==> config.mk <==
export PLATFORM = sky130hd
export DESIGN_NAME = reg_file_sb
export DESIGN_NICKNAME = d
export VERILOG_FILES = /design/src/rtl/rf_pkg.sv /design/src/rtl/rf_scoreboard.sv /design/src/rtl/reg_file_sb.sv
export SDC_FILE = /design/constraint.sdc
export NUM_CORES = 2
export LEC_CHECK = 0
export BUFFER_PORTS_ARGS = -buffer_cell sky130_fd_sc_hd__buf_2
export CORE_ASPECT_RATIO = 1.5
export CORE_MARGIN = 3
export CORE_UTILIZATION = 39
export CTS_BUF_LIST = sky130_fd_sc_hd__clkbuf_8
export DETAILED_ROUTE_END_ITERATION = 16
export MAX_ROUTING_LAYER = met4
export PLACE_DENSITY = 0.58
export SYNTH_ARGS = -nofsm -noshare
export SYNTH_HDL_FRONTEND = slang
export SYNTH_SLANG_ARGS = --single-unit
==> constraint.sdc <==
create_clock -name clk -period 45.4 [get_ports clk]
set_input_delay 9.08 -clock clk [delete_from_list [all_inputs] [get_ports clk]]
set_output_delay 9.08 -clock clk [all_outputs]
set_load 0.01 [all_outputs]
==> src/rtl/rf_pkg.sv <==
`default_nettype none
// ============================================================================
// Module      : rf_pkg
// Description : Shared defaults and types for the integer register file and
//               its write scoreboard.
//               Contents: default widths, the hard-wired zero register index,
//               and register index / data typedefs.
// Revision    : 1.0  initial release
// ============================================================================
package rf_pkg;

  localparam int DEFAULT_ADDRESS_WIDTH = 5;
  localparam int DEFAULT_DATA_WIDTH    = 32;

  // x0 reads as zero, ignores writes and is never marked pending
  localparam int ZERO_REG = 0;

  typedef logic [DEFAULT_ADDRESS_WIDTH-1:0] reg_idx_t;
  typedef logic [DEFAULT_DATA_WIDTH-1:0]    reg_data_t;

endpackage : rf_pkg
`default_nettype wire

==> src/rtl/rf_scoreboard.sv <==
`default_nettype none
// ============================================================================
// Module      : rf_scoreboard
// Description : Per-register pending (in-flight) bits with flush/set/clear
//               priority, plus a registered population count of the set bits.
// Ports       : clk, rst          - clock, async active-high reset
//               iss_en, iss_addr  - mark a destination register in flight
//               flush             - squash every in-flight mark
//               wr_en/wr_addr/wr_clr - writeback ports; wr_clr retires entry
//               pending           - current pending vector (bit 0 always 0)
//               pending_cnt       - registered count of pending bits
// Revision    : 1.0  initial release
// ============================================================================
module rf_scoreboard
  import rf_pkg::*;
#(
  parameter int ADDRESS_WIDTH = DEFAULT_ADDRESS_WIDTH,
  parameter int NUM_WRITE     = 2
) (
  input  logic                           clk,
  input  logic                           rst,
  input  logic                           iss_en,
  input  logic [ADDRESS_WIDTH-1:0]       iss_addr,
  input  logic                           flush,
  input  logic [NUM_WRITE-1:0]           wr_en,
  input  logic [NUM_WRITE*ADDRESS_WIDTH-1:0] wr_addr,
  input  logic [NUM_WRITE-1:0]           wr_clr,
  output logic [2**ADDRESS_WIDTH-1:0]    pending,
  output logic [ADDRESS_WIDTH-1:0]       pending_cnt
);

  localparam int NREGS = 2**ADDRESS_WIDTH;

  logic [NREGS-1:0]         pending_q, pending_d;
  logic [ADDRESS_WIDTH-1:0] cnt_q, cnt_d;

  always_comb begin
    pending_d = pending_q;
    // Retiring writes first, so a same-cycle issue (new producer) overrides
    for (int j = 0; j < NUM_WRITE; j++) begin
      if (wr_en[j] && wr_clr[j]) begin
        pending_d[wr_addr[j*ADDRESS_WIDTH +: ADDRESS_WIDTH]] = 1'b0;
      end
    end
    if (iss_en) begin
      pending_d[iss_addr] = 1'b1;
    end
    pending_d[ZERO_REG] = 1'b0;
    // Flush squashes everything, including an instruction issued this cycle
    if (flush) begin
      pending_d = '0;
    end

    // Count of the next state so the count lines up with the pending bits
    cnt_d = '0;
    for (int r = 1; r < NREGS; r++) begin
      cnt_d = cnt_d + ADDRESS_WIDTH'(pending_d[r]);
    end
  end

  always_ff @(posedge clk or posedge rst) begin
    if (rst) begin
      pending_q <= '0;
      cnt_q     <= '0;
    end else begin
      pending_q <= pending_d;
      cnt_q     <= cnt_d;
    end
  end

  assign pending     = pending_q;
  assign pending_cnt = cnt_q;

endmodule : rf_scoreboard
`default_nettype wire

==> src/rtl/reg_file_sb.sv <==
`default_nettype none
// ============================================================================
// Module      : reg_file_sb
// Description : Multi-port integer register file with same-cycle write-to-read
//               bypass and an integrated write scoreboard (rf_scoreboard).
// Ports       : clk, rst               - clock, async active-high reset
//               rd_addr/rd_data/rd_ready - packed combinational read ports
//               wr_en/wr_addr/wr_data/wr_clr - packed writeback ports
//               iss_en/iss_addr        - issue: mark destination in flight
//               flush                  - squash all in-flight marks
//               a0                     - registered value of reg A0_INDEX
//               pending_cnt            - number of in-flight registers
// Revision    : 1.0  initial release
// ============================================================================
module reg_file_sb
  import rf_pkg::*;
#(
  parameter int ADDRESS_WIDTH = DEFAULT_ADDRESS_WIDTH,
  parameter int DATA_WIDTH    = DEFAULT_DATA_WIDTH,
  parameter int NUM_READ      = 2,
  parameter int NUM_WRITE     = 2,
  parameter int A0_INDEX      = 10
) (
  input  logic                               clk,
  input  logic                               rst,
  input  logic [NUM_READ*ADDRESS_WIDTH-1:0]  rd_addr,
  output logic [NUM_READ*DATA_WIDTH-1:0]     rd_data,
  output logic [NUM_READ-1:0]                rd_ready,
  input  logic [NUM_WRITE-1:0]               wr_en,
  input  logic [NUM_WRITE*ADDRESS_WIDTH-1:0] wr_addr,
  input  logic [NUM_WRITE*DATA_WIDTH-1:0]    wr_data,
  input  logic [NUM_WRITE-1:0]               wr_clr,
  input  logic                               iss_en,
  input  logic [ADDRESS_WIDTH-1:0]           iss_addr,
  input  logic                               flush,
  output logic [DATA_WIDTH-1:0]              a0,
  output logic [ADDRESS_WIDTH-1:0]           pending_cnt
);

  localparam int NREGS = 2**ADDRESS_WIDTH;
  localparam logic [ADDRESS_WIDTH-1:0] X0 = ADDRESS_WIDTH'(ZERO_REG);

  logic [DATA_WIDTH-1:0] regs_q [NREGS];
  logic [DATA_WIDTH-1:0] regs_d [NREGS];
  logic [NREGS-1:0]      w_pending;

  // Ascending port order: the highest-indexed port wins on address collisions
  always_comb begin
    for (int r = 0; r < NREGS; r++) begin
      regs_d[r] = regs_q[r];
    end
    for (int j = 0; j < NUM_WRITE; j++) begin
      if (wr_en[j] && (wr_addr[j*ADDRESS_WIDTH +: ADDRESS_WIDTH] != X0)) begin
        regs_d[wr_addr[j*ADDRESS_WIDTH +: ADDRESS_WIDTH]] = wr_data[j*DATA_WIDTH +: DATA_WIDTH];
      end
    end
  end

  // Entry 0 is never written, so it stays at its reset value of zero
  always_ff @(posedge clk or posedge rst) begin
    if (rst) begin
      for (int r = 0; r < NREGS; r++) begin
        regs_q[r] <= '0;
      end
    end else begin
      for (int r = 0; r < NREGS; r++) begin
        regs_q[r] <= regs_d[r];
      end
    end
  end

  for (genvar i = 0; i < NUM_READ; i++) begin : g_read
    logic [ADDRESS_WIDTH-1:0] w_addr;
    logic [DATA_WIDTH-1:0]    w_data;
    logic                     w_ready;

    assign w_addr = rd_addr[i*ADDRESS_WIDTH +: ADDRESS_WIDTH];

    // A matching writeback supplies the operand this cycle, so it is ready
    // regardless of the pending bit
    always_comb begin
      w_data  = regs_q[w_addr];
      w_ready = ~w_pending[w_addr];
      for (int j = 0; j < NUM_WRITE; j++) begin
        if (wr_en[j] && (w_addr != X0) &&
            (wr_addr[j*ADDRESS_WIDTH +: ADDRESS_WIDTH] == w_addr)) begin
          w_data  = wr_data[j*DATA_WIDTH +: DATA_WIDTH];
          w_ready = 1'b1;
        end
      end
    end

    assign rd_data[i*DATA_WIDTH +: DATA_WIDTH] = w_data;
    assign rd_ready[i]                         = w_ready;
  end

  rf_scoreboard #(
    .ADDRESS_WIDTH (ADDRESS_WIDTH),
    .NUM_WRITE     (NUM_WRITE)
  ) u_scoreboard (
    .clk         (clk),
    .rst         (rst),
    .iss_en      (iss_en),
    .iss_addr    (iss_addr),
    .flush       (flush),
    .wr_en       (wr_en),
    .wr_addr     (wr_addr),
    .wr_clr      (wr_clr),
    .pending     (w_pending),
    .pending_cnt (pending_cnt)
  );

  // Straight from storage: a0 shows a write only after the clock edge
  assign a0 = regs_q[A0_INDEX];

endmodule : reg_file_sb
`default_nettype wire

Yosys cells after proc, flatten, opt, wreduce, memory -nomap -nowiden
Cells that the tools add are included.
W data, S select, Z words.
{ "totals": {"word_cells": 150, "regBits": 1061, "output_inout_bits": 103, "input_bits": 97} }
{ "classes": {"n_eq_ne": 4, "reduce_logical": 21, "bitwise_logic": 11, "n_mux": 36, "add_sub_neg": 30, "order_cmp": 14} }
{ "op_table": {"columns": ["operator", "count"], "rows": [
  ["$bwmux W1024", 2],
  ["$mux W1024", 2],
  ["$mux W32", 14],
  ["$bmux W32 S5", 2],
  ["$demux W32 S5", 2],
  ["$add A5 B1 Y5", 29],
  ["$and A32 B32 Y32", 2],
  ["$not A32 Y32", 2],
  ["$or A32 B32 Y32", 1],
  ["$lt A5 B6 Y1 const B", 5],
  ["$ge A6 B6 Y1 const B", 4],
  ["$not A5 Y6", 4],
  ["$eq A5 B5 Y1", 4],
  ["$reduce_bool A5 Y1", 4],
  ["$logic_and A1 B1 Y1", 17],
  ["$demux W1 S5", 3],
  ["$ge A5 B1 Y1 const B", 3],
  ["$lt A6 B1 Y1 const B", 2],
  ["$bmux W1 S5", 2],
  ["$mux W1", 9],
  ["$add A1 B1 Y2", 1],
  ["$not A1 Y1", 2]
]} }

Depth between registers and ports, before layout
{ "depth": {"depth_word": 42, "depth_mapped": 24} }

Hierarchy
From an unflattened synthesis, not the netlist that was laid out.
{ "hier_totals": {"cells_unflattened": 6917, "hier_area_um2": 69132.6} }
{ "by_module_without_submodules": {"columns": ["mod", "instances", "seq_area_each_um2", "cells_each", "area_each_um2"], "rows": [
  ["reg_file_sb", 1, 25624.6, 6633, 66393.7],
  ["rf_scoreboard", 1, 900.9, 284, 2738.9]
]} }

Worst setup path before layout
Ideal clock, no wire load.
{ "synth_path": {"path_kind": "input to output", "from": "in rd_addr[0]", "to": "out rd_ready[0]", "path_slack_ns": 25.437, "path_stages": 10, "required_time_ns": 36.320, "arrival_time_ns": 10.883, "path_buffers": 5, "path_cell_list": "buf_2 > buf_6 > buf_4 > buf_2 > mux4_2 > nor2b_1 > a211oi_1 > a21oi_1 > a41oi_1 > buf_4"} }
{ "synth_via": {"elab_chain_cells": 5} }
{ "synth_lines": {"columns": ["item", "line_no", "rtl"], "rows": [
  ["from (decl)", "reg_file_sb.sv:26", "input logic [NUM_READ*ADDRESS_WIDTH-1:0] rd_addr,"],
  ["$bmux W1 S5 / $reduce_bool A5 Y1 (equally long branches)", "reg_file_sb.sv:83, reg_file_sb.sv:85", null],
  ["$mux W1 (implied by the code) / $logic_and A1 B1 Y1 (equally long branches)", "reg_file_sb.sv:83, reg_file_sb.sv:85", null],
  ["$not A1 Y1 / $logic_and A1 B1 Y1 (equally long branches)", "reg_file_sb.sv:83, reg_file_sb.sv:85", null],
  ["$mux W1", "reg_file_sb.sv:85", "if (wr_en[j] && (w_addr != X0) &&"],
  ["$mux W1 *", "reg_file_sb.sv:85", null],
  ["to (decl)", "reg_file_sb.sv:28", "output logic [NUM_READ-1:0] rd_ready,"]
]} }
Every way passes the cells marked *; elsewhere a longest branch is shown, timed or not. The select of a mux whose other input is x is not followed.

Worst setup path in the final report
{ "layout_path": {"from": "in rd_addr[1]", "to": "out rd_data[24]"} }
{ "layout_via": {"elab_chain_cells": 6} }
{ "layout_lines": {"columns": ["item", "line_no", "rtl"], "rows": [
  ["$not A5 Y6 (implied by the code)", "reg_file_sb.sv:82", "w_data = regs_q[w_addr];"],
  ["$bmux W32 S5", "reg_file_sb.sv:82", null],
  ["$mux W32 (implied by the code) (2 in series)", "reg_file_sb.sv:82", null],
  ["$mux W32", "reg_file_sb.sv:85", null],
  ["$mux W32 *", "reg_file_sb.sv:85", null],
  ["to (decl)", "reg_file_sb.sv:27", "output logic [NUM_READ*DATA_WIDTH-1:0] rd_data,"]
]} }
Marks and branches as above.

==> impl_metrics.yaml <==
outcome:
  status: "finished clean"
timing:
  holdWs_ps: 400.5
  rsz0062_at_grt: "false"
  maxSlewHeadroom: 0.05174
  worstMarginPinSlew_ps: 1422
  hold_viol_final: 0
  setup_slack_ps: 21820
  post-route-period-util: 0.5194
  fmax_mhz: 42.41
  fin_crit_ps: 23580
  finalClockSkew_ps: 18.40
  maxSlewViolCount: 0
  fin_tns_setup_ps: 0
  setup_viol: 0
run:
  maxCapViolations: 0
layout:
  post-route-cell-area_mm2: 0.07344
  area_delta_synth_final_pct: 6.965
  post_layout_nonfiller_instances: 8800
  multi_input_area_mm2: 0.03846
  nets: 6507
  nFillCells: 16870
  seqCellArea_mm2: 0.02653
  utilization: 0.4196
  drive_above_1_share: 0.1739
yosys:
  postSynthCellCount: 6736
  synth_top_area_cell: "dfrtp_1"
  synth_compound_area_frac: 0.1384
  synthTopCellsByCount: "1238 x mux2i_1, 1060 x dfrtp_1, 770 x a21oi_1"
  yosysMostFrequentCell: "mux2i_1"
  synthSimpleGateAreaFrac: 0.08749
  synthDistinctLibCells: 83
  synth_edf_count: 0
  ys_warn_count: 0
  synth_mux_area_frac: 0.3146
  avgSynthCellArea_um2: 10.19
  netlist_area_mm2: 0.06866
  synth_xor_area_frac: 0.002934
  synth_nets: 6865
  yosysSeqAreaShare: 0.3863
  ys_async_sr_fraction: 1.000
  yosysTopAreaCellShare: 0.3863
  ys_ff_latch: 1060
  synth_area_leaders: "dfrtp_1 39%, mux2i_1 18%, mux4_2 12%"
  synth_flop_cell: "dfrtp_1"
  synth_top_family_by_area: "multiplexers"
  synth_fa_ha_area_frac: 0.008346
grt:
  grt_max_degree: 172
  grt_pass1_vias: 55710
  antenna_found_initial: 27
  grt_overflow: 0
  grtUsageTotal: 0.3369
  grt_pass1_wl_um: 426200
setup_path:
  crit_type: "input pin to primary output"
  crit_arrival_ps: 14500
  cp-end-kind: "primary output"
  cp.required_ps: 36320
  cp_max_fo: 83
  setup.worst_path.start_class: "input pin"
floorplan:
  start_util: 0.3923
  dieHeight_um: 519.9
  die_w_um: 348.6
  io_pins: 200
  coreArea_mm2: 0.1750
  die_area_mm2: 0.1812
  num_rows: 188
power:
  sw_frac_of_total: 0.3389
  power_leakage_nw: 33.33
  ir_drop_mv: 0.03348
  powerDensity_mw_per_mm2: 41.78
  power.switching_mw: 1.040
  p_int_mw: 2.028
  total_power_mw: 3.068
  clkPwrFrac: 0.278
  combPwrFrac: 0.268
  seq_power_share: 0.453
clock_tree:
  ctsHtreeMaxLevel: 4
  clock_sinks: 1060
  clk_latency_ps: 940
  path_clk_slew_ps: 60
  clk_path_buf_depth: 3
  postCtsHoldBufs: 0
  post-cts-setup-buffer-count: 0
  cts_resized: 0
  root_buffer: "clkbuf_8"
  cts_buffers: 171
  tritoncts: "yes"
worst_hold_path:
  hp-class: "flip-flop to flip-flop"
drt:
  detailedRoute.firstPassIterationCount: 8
  via_per_inst: 6.515
  wire_per_inst_um: 34.42
  vias: 57330
  wirelength_um: 302900
  ant_nets: 0
  drtIter0Drc: 7770
  drc_errors: 0
placement:
  dp.cells: 8485
  dp.final_hpwl_um: 175900
  io_buffers: 199
  place_area_mm2: 0.07006
  pre_cts_ws_ps: 21810
  gp_congestion: 0.9270
==> power groups by stage <==
stage	combinational [mW]	clock, mW	sequential (mW)
finish	0.823	0.854	1.39
global route	0.887	0.899	1.42
CTS	0.814	0.861	1.38
detailed placement	0.813	0	1.40
global placement	0.795	0	1.38
floorplan	0.630	0	1.33
==> worst max-delay path, stage by stage <==
cell and delay [ps]:
buf_8 600, buf_4 760, buf_4 620, buf_4 640, buf_4 900, mux4_2 390
mux2_2 160, a211oi_1 120, o31ai_1 790, buf_2 280
==> final cells by class <==
cell class	instances	area share
Clock inverter	84	0.006235
Inverter	48	0.002555
Clock buffer	208	0.03898
Timing Repair Buffer	324	0.02770
Sequential cell	1060	0.3612
Antenna cell	23	0.0007837
Tap cell	2280	0.03884
Multi-Input combinational cell	4773	0.5237
==> sequential cells by signal, indices dropped and copies added, names as in the netlist <==
register / count
u_scoreboard.pending_cnt: 5
a0: 32
u_scoreboard.pending: 31
regs_q: 992
==> cell families (layout without fill, tap and decap cells) <==
| logic type | count (synthesis) | count (layout) |
|---|---|---|
| compound gates | 1613 | 1613 |
| xor+xnor | 23 | 23 |
| fa+ha+maj | 32 | 32 |
| buf+inv | 903 | 664 |
| flops | 1060 | 1060 |
| mux | 1687 | 1687 |
| other cells | 0 | 23 |
| simple gates | 1418 | 1418 |
==> cell usage in the layout, fill, tap and decap left out, types with 12 or more instances in the layout <==
cell type	instances
mux2i_1	1238
dfrtp_1	1060
a21oi_1	770
nor2_1	720
nand2_1	404
mux4_2	366
o21ai_0	341
clkbuf_8	208
buf_2	191
buf_4	125
a22oi_1	111
o22ai_1	104
inv_1	102
mux2_2	81
o221ai_1	55
a211oi_1	45
o22a_1	38
nand2_4	30
nor2_4	26
o211ai_1	26
nand3_1	25
diode_2	23
nand2b_1	23
fa_1	23
xnor2_1	22
and3_1	21
nor3_1	19
nor2b_1	19
a21o_1	17
clkinv_2	16
a221o_1	15
or4_1	13
nand3b_1	12
a211o_1	12
==> routing by layer <==
metal  up-vias  wire length (um)  track usage
met3      1249             29770      0.08054
met1     28380            110000       0.3986
met4         0             26240       0.2467
met2      3908            136900       0.5003
li1      23800                 -            -
met5         -                 0            -
==> path summary, 6_finish.rpt <==
path | start | end | slack (ps) | cells after the start
max | rd_addr[1] | rd_data[24] | 21820 | 10
min | regs_q[1016] | regs_q[1016] | 400 | 0
max reg2reg | u_scoreboard.pending[2] | u_scoreboard.pending_cnt[4] | 39970 | 18
min reg2reg | regs_q[1016] | regs_q[1016] | 400 | 0
max in group asynchronous | rst | regs_q[593] | 33650 | 5
min in group asynchronous | rst | u_scoreboard.pending_cnt[3] | 8240 | 2
No activity file was read; power rests on OpenSTA's default activity.
